==> src/rtl/fft_stream_out_if.sv <==
// Handshake bundle for the FFT frame unloader: a wide frame-capture port on
// the input side and a one-word-per-cycle valid/ready stream on the output.
interface fft_stream_out_if #(
    parameter int bits = 16
);
    logic                    in_valid;
    logic                    in_ready;
    logic [32*2*bits-1:0]    in_data;
    logic                    out_valid;
    logic                    out_ready;
    logic [2*bits-1:0]       out_data;
    logic [4:0]              out_index;
    logic                    out_last;

    // Unloader side: accepts frames, produces the word stream.
    modport master (
        input  in_valid, in_data, out_ready,
        output in_ready, out_valid, out_data, out_index, out_last
    );

    // Environment side: offers frames, consumes the word stream.
    modport slave (
        output in_valid, in_data, out_ready,
        input  in_ready, out_valid, out_data, out_index, out_last
    );
endinterface

==> src/rtl/fft_stream_out.sv <==
// Output unloader for the 32-point FFT: captures a whole complex frame in one
// handshake, then streams it one word per cycle in natural or bit-reversed
// order. Data is passed through bit-exact; fix_bit only documents the format.
module fft_stream_out #(
    parameter int fix_bit = 7,
    parameter int bits    = 16,
    parameter bit BIT_REV = 1'b0
) (
    input  logic             clk,
    input  logic             reset,
    fft_stream_out_if.master bus,
    output logic [15:0]      frame_cnt,
    output logic             drop_err
);
    localparam int W = 2 * bits;

    typedef enum logic {IDLE = 1'b0, STREAM = 1'b1} state_t;

    state_t         state, state_nxt;
    logic [4:0]     idx, idx_nxt;
    logic [W-1:0]   buffer [32];
    logic [4:0]     rd_addr;
    logic           capture;
    logic           beat;
    logic           final_beat;

    if (fix_bit < 0 || fix_bit >= bits) begin : g_bad_format
        $error("fix_bit must lie within one half-word");
    end

    function automatic logic [4:0] bitrev5(input logic [4:0] k);
        return {k[0], k[1], k[2], k[3], k[4]};
    endfunction

    // The last accepted beat frees the buffer, so a new frame may land on that same edge.
    assign bus.in_ready = reset & ((state == IDLE) |
                                   ((state == STREAM) & (idx == 5'd31) & bus.out_ready));
    assign capture      = bus.in_valid & bus.in_ready;
    assign beat         = (state == STREAM) & bus.out_ready;
    assign final_beat   = beat & (idx == 5'd31);

    // Outputs come from state, idx and the buffer only (no path from out_ready).
    assign rd_addr       = BIT_REV ? bitrev5(idx) : idx;
    assign bus.out_valid = (state == STREAM);
    assign bus.out_data  = buffer[rd_addr];
    assign bus.out_index = idx;
    assign bus.out_last  = (state == STREAM) & (idx == 5'd31);

    // Next-state and read-index logic; capture takes priority over returning to idle.
    always_comb begin
        state_nxt = state;
        idx_nxt   = idx;
        if (capture) begin
            state_nxt = STREAM;
            idx_nxt   = 5'd0;
        end else if (final_beat) begin
            state_nxt = IDLE;
            idx_nxt   = 5'd0;
        end else if (beat) begin
            idx_nxt = idx + 5'd1;
        end
    end

    // State and read-index registers.
    always_ff @(posedge clk or negedge reset) begin
        if (!reset) begin
            state <= IDLE;
            idx   <= 5'd0;
        end else begin
            state <= state_nxt;
            idx   <= idx_nxt;
        end
    end

    // Frame buffer: all 32 words written at once on a capture.
    always_ff @(posedge clk or negedge reset) begin
        if (!reset) begin
            for (int i = 0; i < 32; i++) buffer[i] <= '0;
        end else if (capture) begin
            for (int i = 0; i < 32; i++) buffer[i] <= bus.in_data[i*W +: W];
        end
    end

    // Completed-frame counter, wrapping naturally at 16 bits.
    always_ff @(posedge clk or negedge reset) begin
        if (!reset) begin
            frame_cnt <= 16'd0;
        end else if (final_beat) begin
            frame_cnt <= frame_cnt + 16'd1;
        end
    end

    // Sticky flag for frames offered while the buffer was busy.
    always_ff @(posedge clk or negedge reset) begin
        if (!reset) begin
            drop_err <= 1'b0;
        end else if (bus.in_valid & ~bus.in_ready) begin
            drop_err <= 1'b1;
        end
    end
endmodule

==> src/flat_wrapper.sv <==
// flat-port wrapper written by rule: the top's interface ports become plain ports
module fft_stream_out_flat 
#(
    parameter int fix_bit = 7,
    parameter int bits    = 16,
    parameter bit BIT_REV = 1'b0
)
  (clk, reset, frame_cnt, drop_err, bus_in_valid, bus_in_data, bus_out_ready, bus_in_ready, bus_out_valid, bus_out_data, bus_out_index, bus_out_last);
  fft_stream_out_if #(.bits(bits)) bus_i ();
  input  logic clk;
  input  logic reset;
  output logic [15:0] frame_cnt;
  output logic drop_err;
  input wire logic [$bits(bus_i.in_valid)-1:0] bus_in_valid;
  input wire logic [$bits(bus_i.in_data)-1:0] bus_in_data;
  input wire logic [$bits(bus_i.out_ready)-1:0] bus_out_ready;
  output wire logic [$bits(bus_i.in_ready)-1:0] bus_in_ready;
  output wire logic [$bits(bus_i.out_valid)-1:0] bus_out_valid;
  output wire logic [$bits(bus_i.out_data)-1:0] bus_out_data;
  output wire logic [$bits(bus_i.out_index)-1:0] bus_out_index;
  output wire logic [$bits(bus_i.out_last)-1:0] bus_out_last;
  assign bus_i.in_valid = bus_in_valid;
  assign bus_i.in_data = bus_in_data;
  assign bus_i.out_ready = bus_out_ready;
  assign bus_in_ready = bus_i.in_ready;
  assign bus_out_valid = bus_i.out_valid;
  assign bus_out_data = bus_i.out_data;
  assign bus_out_index = bus_i.out_index;
  assign bus_out_last = bus_i.out_last;
  fft_stream_out #(.fix_bit(fix_bit), .bits(bits), .BIT_REV(BIT_REV)) u_core (.clk(clk), .reset(reset), .bus(bus_i), .frame_cnt(frame_cnt), .drop_err(drop_err));
endmodule
==> config.mk <==
export PLATFORM = sky130hd
export DESIGN_NAME = fft_stream_out_flat
export DESIGN_NICKNAME = d
export VERILOG_FILES = /design/src/rtl/fft_stream_out_if.sv /design/src/rtl/fft_stream_out.sv /design/src/flat_wrapper.sv
export SDC_FILE = /design/constraint.sdc
export NUM_CORES = 2
export LEC_CHECK = 0
export BUFFER_PORTS_ARGS = -buffer_cell sky130_fd_sc_hd__buf_2
export CORE_AREA = 2 2 418 420
export CTS_CLUSTER_DIAMETER = 100
export DETAILED_ROUTE_END_ITERATION = 7
export DIE_AREA = 0 0 420 422
export SYNTH_ARGS = -nofsm -noshare
export SYNTH_HDL_FRONTEND = slang
export SYNTH_SLANG_ARGS = --single-unit
==> constraint.sdc <==
create_clock -name clk -period 2.3 [get_ports clk]
set_input_delay 0.23 -clock clk [delete_from_list [all_inputs] [get_ports clk]]
set_output_delay 0.23 -clock clk [all_outputs]
set_load 0.02 [all_outputs]
# --- Yosys cells after proc, flatten, opt, wreduce, memory -nomap -nowiden ---
# Index checks and enable logic that the tools add are counted.
word_totals:
  regBits: 1047
  latch_bits: 0
  mem_bits_rw: 0
  romBits: 0
  inputBits: 1028
  output_inout_bits: 57
  wordCells: 61
  memories: 0
classes:
  n_addsub: 2
  mul: 0
  n_div: 0
  order_cmp: 1
  n_eq_ne: 1
  shifts: 0
  n_mux: 8
  n_bitwise: 11
  reduce_logical: 2
op_table:
  columns: ["op", "n"]
  rows:
  - ["binary-select mux 32 bit (select 5 bit)", 1]
  - ["two-way mux 32 bit", 2]
  - ["adder 16 x 1 -> 16 bit (second input constant)", 1]
  - ["two-way mux 5 bit", 3]
  - ["bitwise AND 1 bit", 7]
  - [">= comparator 6 bit (second input constant)", 1]
  - ["NOT 5 -> 6 bit", 1]
  - ["adder 5 x 1 -> 5 bit (second input constant)", 1]
  - ["== test 5 bit (second input constant)", 1]
  - ["nonzero test 3 bit", 1]
  - ["two-way mux 1 bit", 2]
  - ["NOT 1 bit", 2]
  - ["nonzero test 2 bit", 1]
  - ["OR 1 bit", 1]

# --- Depth between registers and ports, before layout ---
depth:
  ltp_word: 7
  ltp_mapped: 9
  ltp_nobuf: 7

# --- Least setup slack after synthesis ---
# Ideal clock, no wire load.
synth_timing:
  path_type: "flip-flop to flip-flop"
  startpoint: "register u_core.idx[1], in the netlist u_core.bus.out_index[1]"
  endpoint: "register u_core.buffer[0] (netlist bit)"
  arrival_time_ns: 2.233
  setup_slack_ns: -0.061
  path_stages_with_launch: 10
  n_path_buf: 3
  period_less_slack_ns: 2.361
  cell_sequence: "dfrtp_1 -> ha_1 -> and3_1 -> ha_1 -> nand3_2 -> a21oi_2 -> buf_8 -> buf_12 -> buf_8 -> mux2_1"
synth_via:
  elab_chain_cells: 6
synth_rtl:
  columns: ["element", "line", "rtl"]
  rows:
  - ["from (decl)", "fft_stream_out.sv:20", "logic [4:0] idx, idx_nxt;"]
  - ["from (signal assigned)", "fft_stream_out.sv:71", "idx <= idx_nxt;"]
  - ["== test 5 bit", "fft_stream_out.sv:37", "((state == STREAM) & (idx == 5'd31) & bus.out_ready));"]
  - ["bitwise AND 1 bit (2 in series)", "fft_stream_out.sv:37", null]
  - ["OR 1 bit", "fft_stream_out.sv:36", "assign bus.in_ready = reset & ((state == IDLE) |"]
  - ["bitwise AND 1 bit", "fft_stream_out.sv:36", null]
  - ["bitwise AND 1 bit", "fft_stream_out.sv:38", "assign capture = bus.in_valid & bus.in_ready;"]
  - ["to (decl)", "fft_stream_out.sv:21", "logic [W-1:0] buffer [32];"]
# No other way between the ends.
# A chain may end at the register's enable or synchronous reset.

# --- Final worst setup path ---
layout_timing:
  startpoint: "register u_core.idx[0], in the netlist u_core.bus.out_index[0]"
  endpoint: "output port bus_out_data[3]"
layout_via:
  elab_chain_cells: 4
layout_rtl:
  columns: ["element", "line", "rtl"]
  rows:
  - ["NOT 5 -> 6 bit (not written as such)", "fft_stream_out.sv:45", "assign bus.out_data = buffer[rd_addr];"]
  - ["binary-select mux 32 bit (select 5 bit)", "fft_stream_out.sv:45", null]
  - ["two-way mux 32 bit (not written as such) (2 in series)", "fft_stream_out.sv:45", null]
  - ["to (decl)", "flat_wrapper.sv:19", "output wire logic [$bits(bus_i.out_data)-1:0] bus_out_data;"]
# No other way between the ends. The select of a mux whose other input is x is not followed.

==> impl_metrics.ini <==
[outcome]
status = finished, violations left
violations = setup timing

[critical_path]
setup.worst_path.class = register to primary output
arrival_ns = 3.25
startpoint_type = register
cp.required_ns = 2.07
startpoint = u_core.bus.out_index[0]
r2r-start = u_core.bus.out_index[0]
end_kind = primary output
cp_max_fo = 11

[yosys]
netlist_top_cells_area = dfrtp_1 (54%), mux2_1 (21%), mux2i_1 (11%), mux2_2 (2.9%), buf_8 (2.8%)
synth.distinct_cells = 34
synth_seq_area_share_pct = 54.1
synth_cells = 3424
synth-seq-cells = 1047
synth_nets = 4455
yosys_warnings = 0
syn_avg_cell_area_sq_um = 14.2
synth_top_cell_area_share_pct = 54.1
netlist_area_sq_mm = 0.0485
yosys.area.top_type = dfrtp_1

[clock_tree]
numCtsBuffers = 119
cts-htree-levels = 3
clockRootBuffer = clkbuf_16
insertion_delay_ns = 0.79
clockBufferDepth = 3
tritoncts = yes
clk_pin_slew_ns = 0.06
cts_num_sinks = 1047

[floorplan]
initial_core_util_pct = 28.0
core_area_sq_mm = 0.173
io_pins = 1085
die-height_um = 422
rows = 153
die_w_um = 420
dieArea_sq_mm = 0.177

[global_route]
grt-ovfl-total = 0
grt_max_degree = 154
grt_pass1_wl_um = 309000
antenna_found_initial = 96
track_usage_pct = 24.4
grt_pass1_vias = 43316

[timing]
hold_ws_ns = 0.113
fmax_mhz = 287
rsz0062_at_grt = true
finalSetupViolCount = 1070
drv_slew = 0
relSlewSlack_pct = 37.6
skew_ns = 0.0424
fin_crit_sh_pct = 151
finalCriticalPeriod_ns = 3.48
finalHoldViolations = 0
tightest_slew_ns = 0.937
timing.final.ws_setup_ns = -1.18

[drt]
post_drt_wl_per_cell_um = 27.2
first_pass_iters = 8
wl_um = 229000
dr.first_iter.drc_count = 2806
avgViaCountPerCell = 4.84
drc = 0
vias = 40751
ant_nets = 0

[place]
pre_cts_ws_ns = -0.567
placed_cell_area_sq_mm = 0.0589
dp_hpwl_um = 161000
dp.cells = 6953
place_congestion = 0.897
io_buffer_count = 1084

[pwr]
powerDensity_mw_per_mm2 = 958
cellLeakagePower_nw = 36.4
peakVddDrop_uv = 814

[final_layout]
final_area_sq_mm = 0.0782
areaGrowthSynthToFinish_pct = 61.4
final_util_pct = 45.3
final_cells = 8420
fin_nets = 6950
drive_gt1_share_pct = 37.9

[flow_run]
cap_viol_max_count = 0

[hold_path]
hp-class = input pin to asynchronous set/reset pin
where the power goes:
group | switching, mW | internal (mW) | total, mW
Sequential | 2.07 | 21.7 | 23.8
Combinational | 16.8 | 14.2 | 31.0
Clock | 8.39 | 11.8 | 20.2
cell usage in the layout, fill, tap and decap left out, types with 102 or more instances in the layout:
cell type	n
nand2_1	108
dlygate4sd3_1	1027
clkbuf_16	153
buf_4	258
dfrtp_1	1044
mux2_4	185
buf_12	120
mux2i_1	473
mux2_1	737
buf_2	1050
mux2_2	102
synth_stat cells, drive strengths merged:
| cell type | number |
|---|---|
| nand4 | 38 |
| a21o | 1 |
| nand4b | 1 |
| nor4 | 1 |
| nand2b | 2 |
| and3 | 4 |
| xor2 | 4 |
| mux2 | 1024 |
| a21oi | 103 |
| a22oi | 160 |
| and2 | 3 |
| or2 | 1 |
| buf | 190 |
| dfrtp | 1047 |
| nor3 | 2 |
| nor2 | 6 |
| ha | 3 |
| nand3b | 1 |
| mux2i | 512 |
| nor2b | 2 |
| and4 | 2 |
| xnor2 | 11 |
| nand3 | 135 |
| nand2 | 111 |
| o21ai | 2 |
| clkbuf | 56 |
| inv | 2 |
metrics by stage:
stage / TNS (ns) / power (mW)
finish: -414.69 / 75.0
CTS: -495.85 / 73.9
global route: -502.78 / 78.0
global placement: -84.17 / 48.1
floorplan: 0 / 33.4
detailed placement: -105.82 / 48.4
metal layers:
metal	part of all wire (%)	vias to the layer above	track usage (%)
met5	0.058	-	0
met4	5.0	18	10.8
met3	6.0	537	4.64
met2	49	1754	41.6
met1	40	20801	29.7
li1	-	17641	-
state kept, by name (all words and copies together), names as in the netlist:
| register | cells |
|---|---|
| u_core.bus.out_valid | 1 |
| u_core.frame_cnt | 16 |
| u_core.drop_err | 1 |
| u_core.bus.out_index | 5 |
| u_core.buffer | 1024 |
logic make-up after synthesis:
kind of cell | after synthesis | share of synthesized area [%]
buf+inv | 248 | 4.59
xor+xnor | 15 | 0.271
flops | 1047 | 54.1
simple gates | 309 | 3.06
fa+ha+maj | 3 | 0.0774
mux | 1536 | 34.4
compound gates | 266 | 3.59
worst max-delay path, stage by stage (launching register included):
cell and delay [ns]:
dfrtp_4 0.48, buf_16 0.20, buf_16 0.19, buf_4 0.20, mux2i_1 0.30, nand2_1 0.16, nand3_4 0.11, buf_4 0.14
nand4_1 0.34, buf_6 0.28
final timing paths:
| check | endpoint | slack, ns | cells after the start |
|---|---|---|---|
| worst min-delay path | u_core.buffer[420] | 0.11 | 3 |
| worst min register to register | u_core.drop_err | 0.46 | 1 |
| worst max register to register | u_core.buffer[518] | -0.54 | 14 |
| max in group asynchronous | u_core.buffer[742] | 0.97 | 5 |
| min in group clk | u_core.buffer[425] | 0.19 | 3 |
| worst max-delay path | bus_out_data[3] | -1.18 | 9 |
repair_timing:
item                       in CTS  in global routing
setup endpoints to repair     961               1069
hold endpoints to repair     1349                  0
pin swaps                      62                 52
gates cloned                   24                 37
resized for setup             298                316
hold buffers                 1027                  0
setup buffers                  55                 42
cell type report:
class	count	area, sq um
Antenna cell	77	193
Clock buffer	183	3640
Clock inverter	37	497
Fill cell	15139	94600
Inverter	2	7.51
Multi-Input combinational cell	2129	21800
Sequential cell	1047	26200
Tap cell	2325	2910
Timing Repair Buffer	2620	23000
(Power assumes the default switching activity.)
